<file path="src/rtl/gate_truth_scanner.sv">
// Drives all four (a,b) combinations into a two-input gate block and packs the sampled
// outputs into a 32-bit truth table. Define GATE_CHECK_EN to enable the golden comparison.
module gate_truth_scanner #(
   parameter int unsigned SETTLE_CYCLES = 2,
   parameter logic [31:0] EXPECTED      = 32'h835A56BC
) (
   input  logic        clk,
   input  logic        rst,
   input  logic        start,
   output logic        a_out,
   output logic        b_out,
   input  logic [7:0]  y_in,
   output logic        busy,
   output logic        done,
   output logic [31:0] table_out,
   output logic        pass,
   output logic [3:0]  fail_mask
);

   typedef enum logic [1:0] {
      IDLE,
      DRIVE,
      DONE
   } state_t;

   localparam logic [7:0] CNT_LAST = 8'(SETTLE_CYCLES - 1);

   state_t      state_q;
   logic [1:0]  vec_q;
   logic [7:0]  cnt_q;
   logic        a_q;
   logic        b_q;
   logic        busy_q;
   logic        done_q;
   logic [31:0] table_q;
   logic [31:0] table_d;
   logic        sample;
   logic        accept;
   logic        finish;

   // table_d already holds the byte being captured this edge, so the final
   // comparison sees the complete table on the DRIVE->DONE edge
   always_comb begin
      sample  = (cnt_q == CNT_LAST);
      accept  = (state_q == IDLE) && start;
      finish  = (state_q == DRIVE) && sample && (vec_q == 2'd3);
      table_d = table_q;
      table_d[8*vec_q +: 8] = y_in;
   end

   always_ff @(posedge clk or posedge rst) begin
      if (rst) begin
         state_q <= IDLE;
         vec_q   <= '0;
         cnt_q   <= '0;
         a_q     <= 1'b0;
         b_q     <= 1'b0;
         busy_q  <= 1'b0;
         done_q  <= 1'b0;
         table_q <= '0;
      end else begin
         case (state_q)
            IDLE: begin
               a_q    <= 1'b0;
               b_q    <= 1'b0;
               done_q <= 1'b0;
               if (start) begin
                  state_q <= DRIVE;
                  vec_q   <= '0;
                  cnt_q   <= '0;
                  table_q <= '0;
                  busy_q  <= 1'b1;
               end
            end
            DRIVE: begin
               if (sample) begin
                  table_q <= table_d;
                  cnt_q   <= '0;
                  if (vec_q == 2'd3) begin
                     state_q <= DONE;
                     busy_q  <= 1'b0;
                     done_q  <= 1'b1;
                     a_q     <= 1'b0;
                     b_q     <= 1'b0;
                  end else begin
                     vec_q      <= vec_q + 2'd1;
                     {a_q, b_q} <= vec_q + 2'd1;
                  end
               end else begin
                  cnt_q <= cnt_q + 8'd1;
               end
            end
            DONE: begin
               done_q  <= 1'b0;
               state_q <= IDLE;
            end
            default: begin
               state_q <= IDLE;
               busy_q  <= 1'b0;
               done_q  <= 1'b0;
            end
         endcase
      end
   end

   assign a_out     = a_q;
   assign b_out     = b_q;
   assign busy      = busy_q;
   assign done      = done_q;
   assign table_out = table_q;

`ifdef GATE_CHECK_EN
   logic       pass_q;
   logic [3:0] fail_q;
   logic [3:0] mism_d;

   always_comb begin
      mism_d = '0;
      for (int unsigned v = 0; v < 4; v++) begin
         mism_d[v] = (table_d[8*v +: 8] != EXPECTED[8*v +: 8]);
      end
   end

   always_ff @(posedge clk or posedge rst) begin
      if (rst) begin
         pass_q <= 1'b0;
         fail_q <= '0;
      end else if (accept) begin
         pass_q <= 1'b0;
         fail_q <= '0;
      end else if (finish) begin
         pass_q <= (table_d == EXPECTED);
         fail_q <= mism_d;
      end
   end

   assign pass      = pass_q;
   assign fail_mask = fail_q;
`else
   logic unused_check;
   assign unused_check = ^{EXPECTED, accept, finish};
   assign pass         = 1'b0;
   assign fail_mask    = '0;
`endif

endmodule
</file>
<file path="config.mk">
export PLATFORM = sky130hd
export DESIGN_NAME = gate_truth_scanner
export DESIGN_NICKNAME = d
export VERILOG_FILES = /design/src/rtl/gate_truth_scanner.sv
export SDC_FILE = /design/constraint.sdc
export NUM_CORES = 1
export LEC_CHECK = 0
export BUFFER_PORTS_ARGS = -buffer_cell sky130_fd_sc_hd__buf_4
export CAP_MARGIN = 10
export CORE_MARGIN = 4
export CORE_UTILIZATION = 53
export DETAILED_ROUTE_END_ITERATION = 7
export GPL_ROUTABILITY_DRIVEN = 1
export GPL_TIMING_DRIVEN = 1
export PLACE_DENSITY = 0.79
export SYNTH_ARGS = -nofsm -noshare
export SYNTH_HDL_FRONTEND = slang
export SYNTH_SLANG_ARGS = --single-unit
</file>
<file path="constraint.sdc">
create_clock -name clk -period 2.5 [get_ports clk]
set_input_delay 0.25 -clock clk [delete_from_list [all_inputs] [get_ports clk]]
set_output_delay 0.25 -clock clk [all_outputs]
set_load 0.01 [all_outputs]
</file>
==> flow_summary.rst, run 1 <==
.. list-table::
   :header-rows: 1

   * - Metric
     - Value
   * - Number of buffers created by CTS
     - 5
   * - Site row count
     - 23
   * - Final count of hold timing violations
     - 0
   * - Most common flop cell mapped by yosys
     - sky130_fd_sc_hd__dfrtp_1
   * - Core area
     - 4030 um^2
   * - HPWL Detailed
     - 3670 um
   * - Dominant cell type by area after synthesis
     - sky130_fd_sc_hd__dfrtp_1
   * - Placer's final routability congestion estimate
     - 0.820
   * - DR WL/cell
     - 17.8 um
   * - Most frequent cells in the layout
     - 48 x sky130_fd_sc_hd__dfrtp_1, 47 x sky130_fd_sc_hd__buf_4, 19 x sky130_fd_sc_hd__and3_1
   * - Most common library cell in the layout ignoring fill and taps
     - sky130_fd_sc_hd__dfrtp_1
   * - Period utilization
     - 0.832
   * - # placed instances
     - 288
   * - Share of cells above drive strength 1
     - 0.260
   * - Hold Path Class
     - input pin to asynchronous set/reset pin
   * - Htree depth
     - 2
   * - Cell at the root of the clock tree
     - sky130_fd_sc_hd__clkbuf_8
   * - Detail-routed via count per cell
     - 5.85
   * - Critical path endpoint category
     - flip-flop
   * - Width of the die
     - 72.9 um
   * - Headroom to the max-slew limit
     - 0.340
   * - Number of pins with negative max-slew slack in the final report
     - 0
   * - Worst stage delay on the critical path
     - 650 ps
   * - Final net count
     - 264
   * - Cell types with the largest area share after synthesis
     - sky130_fd_sc_hd__dfrtp_1 54%, sky130_fd_sc_hd__a22o_1 6.7%, sky130_fd_sc_hd__a21o_1 5.4%
   * - Leak pwr
     - 1.51 nW
   * - Post-layout minimum cycle time
     - 2080 ps
   * - Ys async rst share
     - 1.00
   * - Number of input and output port buffers inserted
     - 46
   * - Power per standard cell area
     - 1140 nW/um^2
   * - Count of antenna-violating nets left after detailed routing
     - 0
   * - Max-capacitance violation count
     - 0
   * - Cell Area, Synth
     - 2230 um^2
   * - EDFF count, synth
     - 0
   * - Largest buffer count on any clock path
     - 2
   * - Worst IR drop on VDD
     - 543 uV
   * - Post-route clock skew
     - 5.13 ps
   * - Clock-pin slew of the registers on the worst-case setup and hold paths
     - 90 ps
   * - Number of instances in the synthesized netlist
     - 198
   * - Detailed-route wire length
     - 5270 um
   * - Top achievable clock speed
     - 481 MHz
   * - Count of cell types in the netlist
     - 37
   * - Mean area per synthesized cell
     - 11.3 um^2
   * - Number of antenna violations at the first check in global routing
     - 0
   * - Leftover overflow at the end of global routing
     - 0
   * - Number of buffers added to fix hold violations after cts
     - 0
   * - Fill cell total of the finished layout
     - 336
   * - Number of global-route vias before repair
     - 1640
   * - Actual slew at the worst max-slew pin
     - 990 ps
   * - Total of endpoints with negative setup slack in the final report
     - 0
   * - Area share of the leading cell type in the synthesized netlist
     - 0.538
   * - Critical path type
     - flip-flop to flip-flop
   * - Critical path data arrival time
     - 2280 ps
   * - Number of buffers inserted by post-CTS setup repair
     - 0
   * - Antenna diode count
     - 0
   * - Critical path peak fanout
     - 4
   * - Global-route wire length before repair
     - 8610 um
   * - Total negative setup slack
     - 0 ps
   * - Sequential cell area fraction in the yosys report
     - 0.538
   * - Die span in y
     - 72.9 um
   * - Detailed Route Iter0 Violations
     - 170
   * - Synthesis Warnings
     - 0
   * - Number of I/O pins
     - 52
   * - Result of the run
     - finished, final reports clean
   * - Initial cell density of the core
     - 0.554
   * - Total track usage
     - 0.213
   * - Unrepaired setup endpoints after global routing
     - no
   * - CTS tree
     - yes
   * - Skew-Pair Late Insertion Delay
     - 310 ps
   * - Yosys reg bits
     - 48
   * - Number of non-filler instances in the completed layout
     - 296
   * - Critical Path RT
     - 2700 ps
   * - Total number of vias
     - 1733
   * - Pin count of the biggest net entering global routing
     - 49
   * - Startpoint kind of the worst setup timing path
     - flip-flop
   * - Area added between synthesis and finish
     - 20.8%
   * - Cell with the largest stage delay on the worst path
     - sky130_fd_sc_hd__or4b_2
   * - Critical Path Start
     - cnt_q[1]
   * - DRC Markers
     - 0
   * - Reg2reg start
     - cnt_q[1]
   * - Drt first pass iters
     - 4
   * - Post-CTS resize count
     - 0
   * - Number of sinks handled by clock tree synthesis
     - 48
   * - Die Outline Area
     - 5320 um^2
   * - Series of cell instances along the critical path
     - inv_1, ha_1, or4b_2, nor3_1, o21ai_0, mux2_2
-- critical path: cells and delay by family (launching register included) --
kind | cells | cell delay, ps
and+or+nand+nor | 2 | 810
AOI/OAI and AO/OA | 1 | 170
adders and majority gates | 1 | 180
muxes | 1 | 310
DFF | 1 | 420
buffers and inverters | 1 | 90
-- logic make-up (layout without fill, tap and decap cells) --
kind of cell / count (synthesis) / in the layout / share of synthesized area
AO/OA/AOI/OAI: 63 / 63 / 0.197
XOR/XNOR: 1 / 1 / 0.00392
adder cells (fa/ha/maj): 8 / 8 / 0.0448
buffers and inverters: 19 / 63 / 0.0420
flip-flops: 48 / 48 / 0.538
multiplexers: 1 / 1 / 0.00504
other: 1 / 5 / 0.00168
AND/OR/NAND/NOR: 57 / 57 / 0.168
-- synth_stat cells (2+ instances only) --
library cell	number
sky130_fd_sc_hd__clkbuf_1	3
sky130_fd_sc_hd__o21ai_1	3
sky130_fd_sc_hd__nor3_1	3
sky130_fd_sc_hd__and4_1	2
sky130_fd_sc_hd__a22o_1	17
sky130_fd_sc_hd__nand2_1	9
sky130_fd_sc_hd__nand2b_1	3
sky130_fd_sc_hd__or3_1	2
sky130_fd_sc_hd__a21o_1	16
sky130_fd_sc_hd__o21ai_0	11
sky130_fd_sc_hd__a21oi_1	5
sky130_fd_sc_hd__and3_1	19
sky130_fd_sc_hd__inv_1	8
sky130_fd_sc_hd__buf_4	5
sky130_fd_sc_hd__a31oi_1	6
sky130_fd_sc_hd__nand4_1	4
sky130_fd_sc_hd__ha_1	8
sky130_fd_sc_hd__dfrtp_1	48
sky130_fd_sc_hd__nor3_2	2
sky130_fd_sc_hd__buf_2	3
sky130_fd_sc_hd__nor2_1	2
sky130_fd_sc_hd__nand3_1	4
-- worst paths after layout --
path,to,slack [ps],cells after the start
setup / recovery,vec_q[0],420,6
hold / removal,table_out[7],160,2
setup reg to reg,vec_q[0],420,6
hold reg to reg,table_out[2],510,1
max in group asynchronous,table_out[2],1710,2
min in group clk,table_out[30],170,2
-- registers in the layout, indices dropped and copies added (netlist names) --
name and count:
a_out 1, b_out 1, busy 1, cnt_q 8
done 1, state_q 2, table_out 32, vec_q 2
-- report_power, final --
group          internal, W  switching (W)
Combinational     0.000652       0.000603
Clock             0.000224       0.000277
Sequential         0.00107       0.000246
Total              0.00194        0.00113
-- metal layers --
metal | track usage | up-vias | wire (um)
met2 | 0.312 | 57 | 2450
met1 | 0.318 | 857 | 2420
li1 | - | 812 | -
met5 | 0 | - | 0
met3 | 0.0372 | 7 | 296
met4 | 0.0738 | 0 | 89
-- area by class of cell --
| class | count | area (um^2) | share of cell area |
|---|---|---|---|
| clock buffer | 6 | 82.6 | 0.0306 |
| inverter | 8 | 30.0 | 0.0111 |
| clock inverter | 2 | 15.0 | 0.00557 |
| timing repair buffer | 47 | 353 | 0.131 |
| tap | 50 | 62.6 | 0.0232 |
| sequential | 48 | 1200 | 0.445 |
| multi-input combinational | 135 | 953 | 0.353 |
-- through the flow --
step	total power [W]	utilization	cell area, um^2	setup WS (ps)	hold slack [ps]
finish	0.00307	0.670	2700	419	160
global route	0.00328	0.670	2700	270	181
CTS	0.00308	0.670	2700	444	167
detailed placement	0.00257	0.645	2600	471	494
global placement	0.00253	0.645	2600	464	490
floorplan	0.00203	-	2250	688	366
Power figures use the tool's default switching activity.
==> run 2, diff against run 1 <==
CORE_UTILIZATION = 48   (was 53)
PLACE_DENSITY = 0.75   (was 0.79)
clock period = 1.85 ns   (was 2.5 ns; I/O delays follow)
==> run 2 against run 1 <==
Against the previous run:
- highest routed layer unchanged
- clock-buffer cell count unchanged
- largest power group is now combinational cells
- routed wire length increased by 4.4%
- non-clock buffer count increased by 25
- critical path type unchanged
==> flow_summary.rst, run 2 (synthesized netlist as in run 1, its figures left out) <==
.. list-table::
   :header-rows: 1

   * - Metric
     - Value
   * - Result of the run
     - finished, final reports clean (unchanged)
   * - Number of sinks handled by clock tree synthesis
     - 48 (unchanged)
   * - Htree depth
     - 2 (unchanged)
   * - Number of I/O pins
     - 52 (unchanged)
   * - Critical Path Start
     - cnt_q[1] (unchanged)
   * - Total track usage
     - 0.197 (was 0.213)
   * - Critical Path RT
     - 2050 ps (was 2700 ps)
   * - Skew-Pair Late Insertion Delay
     - 310 ps (about the same)
   * - Number of antenna violations at the first check in global routing
     - 0 (unchanged)
   * - Number of buffers created by CTS
     - 5 (unchanged)
   * - Post-route clock skew
     - 4.02 ps (was 5.13 ps)
   * - Clk pwr share
     - 0.152 (was 0.163)
   * - Gr busiest metal
     - met2 (was met1)
   * - Power per standard cell area
     - 1500 nW/um^2 (was 1140 nW/um^2)
   * - Site row count
     - 24 (was 23)
   * - Largest register FFs
     - 32 (unchanged)
   * - Antenna diode count
     - 0 (unchanged)
   * - Die span in y
     - 76.2 um (was 72.9 um)
   * - Internal power summed over all cells
     - 0.00281 W (was 0.00194 W)
   * - Number of input and output port buffers inserted
     - 46 (unchanged)
   * - Unrepaired setup endpoints after global routing
     - no (unchanged)
   * - Final count of hold timing violations
     - 0 (unchanged)
   * - Critical path type
     - flip-flop to flip-flop (unchanged)
   * - Switch share
     - 0.360 (was 0.367)
   * - DR WL/cell
     - 17.0 um (was 17.8 um)
   * - Leak pwr
     - 1.64 nW (was 1.51 nW)
   * - Number of global-route vias before repair
     - 1822 (was 1640)
   * - HPWL Detailed
     - 4040 um (was 3670 um)
   * - Critical path peak fanout
     - 3 (was 4)
   * - Placer's final routability congestion estimate
     - 0.855 (was 0.820)
   * - Area added between synthesis and finish
     - 31.4% (was 20.8%)
   * - Final net count
     - 289 (was 264)
   * - Number of pins with negative max-slew slack in the final report
     - 0 (unchanged)
   * - End of the worst register-to-register path
     - vec_q[0] (unchanged)
   * - Share of cells above drive strength 1
     - 0.351 (was 0.260)
   * - Series of cell instances along the critical path
     - inv_1, ha_1, or4b_4, nor3_2, o21ai_1, mux2_2 (was inv_1, ha_1, or4b_2, nor3_1, o21ai_0, mux2_2)
   * - Pin count of the biggest net entering global routing
     - 31 (was 49)
   * - Top achievable clock speed
     - 574 MHz (was 481 MHz)
   * - Net switching power figure
     - 0.00158 W (was 0.00113 W)
   * - Power consumption
     - 0.00439 W (was 0.00307 W)
   * - Largest buffer count on any clock path
     - 2 (unchanged)
   * - Hold Path Class
     - input pin to flip-flop (was input pin to asynchronous set/reset pin)
   * - Max-capacitance violation count
     - 0 (unchanged)
   * - Met2 usage
     - 0.298 (was 0.312)
   * - Cell with the largest stage delay on the worst path
     - sky130_fd_sc_hd__or4b_4 (was sky130_fd_sc_hd__or4b_2)
   * - Initial cell density of the core
     - 0.506 (was 0.554)
   * - Reg-to-reg slack, setup
     - 110 ps (was 420 ps)
   * - Die Outline Area
     - 5810 um^2 (was 5320 um^2)
   * - Worst stage delay on the critical path
     - 500 ps (was 650 ps)
   * - DRC Markers
     - 0 (unchanged)
   * - Cell at the root of the clock tree
     - sky130_fd_sc_hd__clkbuf_8 (unchanged)
   * - Core area
     - 4410 um^2 (was 4030 um^2)
   * - Global-route wire length before repair
     - 9400 um (was 8610 um)
   * - Critical path data arrival time
     - 1940 ps (was 2280 ps)
   * - Period utilization
     - 0.942 (was 0.832)
   * - Worst IR drop on VDD
     - 686 uV (was 543 uV)
   * - Total of endpoints with negative setup slack in the final report
     - 0 (unchanged)
   * - Critical path endpoint category
     - flip-flop (unchanged)
   * - Width of the die
     - 76.2 um (was 72.9 um)
   * - Drt first pass iters
     - 4 (unchanged)
   * - Summed area of non-filler cells in the final layout
     - 2930 um^2 (was 2700 um^2)
   * - Met3 capacity usage during global routing
     - 0.0485 (was 0.0372)
   * - Most frequent cells in the layout
     - 70 x sky130_fd_sc_hd__buf_4, 48 x sky130_fd_sc_hd__dfrtp_1, 19 x sky130_fd_sc_hd__and3_1 (was 48 x sky130_fd_sc_hd__dfrtp_1, 47 x sky130_fd_sc_hd__buf_4, 19 x sky130_fd_sc_hd__and3_1)
   * - Reg power frac
     - 0.394 (was 0.428)
   * - Leftover overflow at the end of global routing
     - 0 (unchanged)
   * - Reg2reg start
     - cnt_q[1] (unchanged)
   * - FF-to-FF path depth
     - 6 (unchanged)
   * - CTS tree
     - yes (unchanged)
   * - Total placed instance area
     - 2790 um^2 (was 2600 um^2)
   * - Startpoint kind of the worst setup timing path
     - flip-flop (unchanged)
   * - Routing usage on met1
     - 0.284 (was 0.318)
   * - Detail-routed via count per cell
     - 5.54 (was 5.85)
   * - Count of antenna-violating nets left after detailed routing
     - 0 (unchanged)
   * - Critical Path Sink
     - vec_q[0] (unchanged)
   * - Detailed Route Iter0 Violations
     - 110 (was 170)
   * - Post-layout minimum cycle time
     - 1740 ps (was 2080 ps)
   * - Clock-pin slew of the registers on the worst-case setup and hold paths
     - 90 ps (about the same)
   * - Part of the total power dissipated in combinational logic
     - 0.454 (was 0.409)
   * - Total number of vias
     - 1789 (was 1733)
   * - Detailed-route wire length
     - 5500 um (was 5270 um)
   * - Most common library cell in the layout ignoring fill and taps
     - sky130_fd_sc_hd__buf_4 (was sky130_fd_sc_hd__dfrtp_1)
[run 2: cell count changes in the layout (fill, tap and decap cells not counted), sizes merged]
| cell | before | now |
|---|---|---|
| buf | 47 | 71 |
| dlygate4sd3 | 0 | 1 |
[run 2: final cells by class]
cell class | instances | area (um^2)
clock buffer | 6 | 82.6
clock inverter | 2 | 15.0
fill | 349 | 1480
inverter | 8 | 30.0
multi-input combinational | 135 | 985
sequential | 48 | 1200
tap | 52 | 65.1
timing repair buffer | 72 | 556
[run 2: power by group through the flow]
| stage | Clock, W | Combinational, W | Sequential [W] |
|---|---|---|---|
| 3_5_place_dp | 0 | 0.00193 | 0.00175 |
| 6_report | 0.000666 | 0.00199 | 0.00173 |
| 2_1_floorplan | 0 | 0.000897 | 0.00185 |
| 5_1_grt | 0.000734 | 0.00216 | 0.00179 |
| 3_3_place_gp | 0 | 0.00188 | 0.00173 |
| 4_1_cts | 0.000682 | 0.00197 | 0.00173 |
[run 2: timing repair]
action | CTS | global route
gates cloned | 0 | 0
gates resized for setup | 2 | 8
endpoints found under the hold margin | 18 | 0
hold buffers | 1 | 0
endpoints found under the setup margin | 6 | 27
pin swaps | 0 | 2
setup buffers | 1 | 0
[run 2: metal layers]
layer | up-vias | wire length (um)
li1 | 864 | -
met1 | 881 | 2530
met2 | 38 | 2650
met3 | 6 | 246
met4 | 0 | 65
met5 | - | 0
[run 2: how the worst min path moves through the flow]
stage | startpoint | endpoint | slack [ps] | depth (start not counted)
CTS | y_in[0] | table_out[8] | 110 | 2
finish | y_in[0] | table_out[8] | 110 | 2
detailed placement | rst | table_out[22] | 220 | 2
global route | y_in[0] | table_out[8] | 100 | 2
floorplan | y_in[2] | table_out[10] | 300 | 1
global placement | rst | table_out[22] | 220 | 2
[run 2: metrics by stage]
step	TNS [ps]	hold slack (ps)	utilization	cells	worst slack, ps
2_1_floorplan	0	301	-	202	38.4
3_3_place_gp	0	216	0.632	313	24.3
3_5_place_dp	-189	223	0.632	313	-104
4_1_cts	0	109	0.660	323	32.0
5_1_grt	0	101	0.665	323	3.16
6_report	0	114	0.665	323	107
[run 2: worst max-delay path: cells and delay by family (launching register included)]
kind | cells | cell delay, ps
AOI/OAI and AO/OA | 1 | 100
adders and majority gates | 1 | 160
buffers and inverters | 1 | 80
DFF | 1 | 390
muxes | 1 | 260
and+or+nand+nor | 2 | 650
==> run 3, diff against run 2 <==
CORE_UTILIZATION = 53   (was 48)
GPL_TIMING_DRIVEN = 0   (was 1)
PLACE_DENSITY = 0.79   (was 0.75)
clock period = 1.7 ns   (was 1.85 ns; I/O delays follow)
==> run 3 against run 2 <==
Against the previous run:
- the flow now finishes with violations (negative setup slack)
- combinational power rose by 20%
- worst hold slack got worse by 10 ps
- clock-buffer cell count fell by 1
- sequential share of layout area fell by 2.1 points
- die area fell by 8.5%
- non-clock buffer count rose by 1
==> flow_summary.rst, run 3 (synthesized netlist as in run 1, its figures left out) <==
.. list-table::
   :header-rows: 1

   * - Metric
     - Value
   * - Result of the run
     - finished, violations left (was finished, final reports clean)
   * - Failing checks
     - negative setup slack
   * - Clock-pin slew of the registers on the worst-case setup and hold paths
     - 90 ps (about the same)
   * - Total of endpoints with negative setup slack in the final report
     - 29 (was 0)
   * - Detailed Route Iter0 Violations
     - 138 (was 110)
   * - Number of buffers created by CTS
     - 5 (unchanged)
   * - Unrepaired setup endpoints after global routing
     - yes (was no)
   * - Worst IR drop on VDD
     - 973 uV (was 686 uV)
   * - Global-route wire length before repair
     - 9180 um (was 9400 um)
   * - Most frequent cells in the layout
     - 64 x sky130_fd_sc_hd__buf_4, 48 x sky130_fd_sc_hd__dfrtp_1, 17 x sky130_fd_sc_hd__a22o_1 (was 70 x sky130_fd_sc_hd__buf_4, 48 x sky130_fd_sc_hd__dfrtp_1, 19 x sky130_fd_sc_hd__and3_1)
   * - Top achievable clock speed
     - 567 MHz (was 574 MHz)
   * - Largest buffer count on any clock path
     - 2 (unchanged)
   * - CTS tree
     - yes (unchanged)
   * - Period utilization
     - 1.04 (was 0.942)
   * - Final count of hold timing violations
     - 0 (unchanged)
   * - Summed area of non-filler cells in the final layout
     - 3090 um^2 (was 2930 um^2)
   * - Share of cells above drive strength 1
     - 0.406 (was 0.351)
   * - Power consumption
     - 0.00527 W (was 0.00439 W)
   * - Hold Path Class
     - input pin to flip-flop (unchanged)
   * - Htree depth
     - 2 (unchanged)
   * - Die Outline Area
     - 5320 um^2 (was 5810 um^2)
   * - Cell at the root of the clock tree
     - sky130_fd_sc_hd__clkbuf_8 (unchanged)
   * - Initial cell density of the core
     - 0.554 (was 0.506)
   * - Critical path data arrival time
     - 1950 ps (was 1940 ps)
   * - Site row count
     - 23 (was 24)
   * - Number of antenna violations at the first check in global routing
     - 0 (unchanged)
   * - Crit path setup slack, layout
     - -64.5 ps (was 107 ps)
   * - Power per standard cell area
     - 1700 nW/um^2 (was 1500 nW/um^2)
   * - Count of antenna-violating nets left after detailed routing
     - 0 (unchanged)
   * - Leftover overflow at the end of global routing
     - 0 (unchanged)
   * - Detail-routed via count per cell
     - 5.90 (was 5.54)
   * - Pin count of the biggest net entering global routing
     - 44 (was 31)
   * - Max-capacitance violation count
     - 0 (unchanged)
   * - Placer's final routability congestion estimate
     - 0.815 (was 0.855)
   * - Skew-Pair Late Insertion Delay
     - 300 ps (was 310 ps)
   * - Worst slack after detailed placement
     - -373 ps (was -104 ps)
   * - Post-layout minimum cycle time
     - 1760 ps (was 1740 ps)
   * - Critical path endpoint category
     - flip-flop (unchanged)
   * - DRC Markers
     - 0 (unchanged)
   * - Total track usage
     - 0.225 (was 0.197)
   * - Total placed instance area
     - 2690 um^2 (was 2790 um^2)
   * - Number of sinks handled by clock tree synthesis
     - 48 (unchanged)
   * - Leak pwr
     - 1.69 nW (was 1.64 nW)
   * - Core area
     - 4030 um^2 (was 4410 um^2)
   * - Antenna diode count
     - 0 (unchanged)
   * - Number of input and output port buffers inserted
     - 46 (unchanged)
   * - HPWL Detailed
     - 3760 um (was 4040 um)
   * - Width of the die
     - 72.9 um (was 76.2 um)
   * - Post-route clock skew
     - 7.44 ps (was 4.02 ps)
   * - Number of global-route vias before repair
     - 1931 (was 1822)
   * - Final net count
     - 290 (was 289)
   * - Number of pins with negative max-slew slack in the final report
     - 0 (unchanged)
   * - Largest register FFs
     - 32 (unchanged)
   * - Critical path peak fanout
     - 3 (unchanged)
   * - Area added between synthesis and finish
     - 38.5% (was 31.4%)
   * - Startpoint kind of the worst setup timing path
     - flip-flop (unchanged)
   * - Critical path type
     - flip-flop to flip-flop (unchanged)
   * - Total number of vias
     - 1893 (was 1789)
   * - Die span in y
     - 72.9 um (was 76.2 um)
   * - Critical Path RT
     - 1890 ps (was 2050 ps)
   * - Most common library cell in the layout ignoring fill and taps
     - sky130_fd_sc_hd__buf_4 (unchanged)
   * - Drt first pass iters
     - 4 (unchanged)
   * - Number of I/O pins
     - 52 (unchanged)
   * - Detailed-route wire length
     - 5800 um (was 5500 um)
   * - DR WL/cell
     - 18.1 um (was 17.0 um)
==> run 3: metrics by stage <==
| stage | util | cells | hold WS [ps] | setup TNS (ps) |
|---|---|---|---|---|
| 3_5_place_dp | 0.668 | 299 | 70.6 | -11860 |
| 2_1_floorplan | - | 202 | 286 | 0 |
| 6_report | 0.768 | 321 | 104 | -785 |
| 3_3_place_gp | 0.663 | 298 | 408 | -19570 |
| 4_1_cts | 0.750 | 320 | 95.5 | -58.5 |
| 5_1_grt | 0.768 | 321 | 97.8 | -4200 |
==> run 3: layer usage <==
layer / GRT usage / share of wire / vias up
met2: 0.366 / 0.51 / 58
met3: 0.0482 / 0.049 / 12
met4: 0.0779 / 0.018 / 0
met1: 0.298 / 0.42 / 959
met5: 0 / 0 / -
li1: - / - / 864
==> run 3: what timing repair did <==
item	4_1_cts	5_1_grt
setup buffers	15	1
endpoints found under the hold margin	12	0
pin swaps	16	8
hold buffers	1	0
resized for setup	22	14
setup endpoints to repair	46	39
==> run 3: final timing paths <==
check,start,slack (ps),depth (start not counted),to
worst max-delay path,cnt_q[1],-60,6,vec_q[0]
worst min-delay path,y_in[2],100,2,table_out[26]
worst min register to register,table_out[3],520,1,table_out[3]
min in group asynchronous,rst,310,3,table_out[1]
max in group asynchronous,rst,940,4,a_out
worst max register to register,cnt_q[1],-60,6,vec_q[0]
==> run 3: worst max-delay path, stage by stage (launching register included) <==
cell and delay [ps]:
sky130_fd_sc_hd__dfrtp_1 410, sky130_fd_sc_hd__inv_2 90, sky130_fd_sc_hd__ha_4 130, sky130_fd_sc_hd__or4b_4 510
sky130_fd_sc_hd__nor3_4 140, sky130_fd_sc_hd__o21ai_1 90, sky130_fd_sc_hd__mux2_2 270
==> run 3: where the power goes <==
| group | internal (W) | total [W] | switching (W) |
|---|---|---|---|
| combinational | 0.00128 | 0.00238 | 0.00110 |
| sequential | 0.00157 | 0.00194 | 0.000368 |
| clock | 0.000579 | 0.000951 | 0.000372 |
| total | 0.00343 | 0.00527 | 0.00184 |
==> run 3: final cells by class <==
| type | count | area [um^2] |
|---|---|---|
| buffer | 9 | 65.1 |
| timing repair buffer | 64 | 510 |
| tap | 50 | 62.6 |
| clock buffer | 5 | 68.8 |
| fill | 256 | 936 |
| sequential | 48 | 1200 |
| clock inverter | 2 | 60.1 |
| inverter | 8 | 30.0 |
| multi-input combinational | 135 | 1090 |
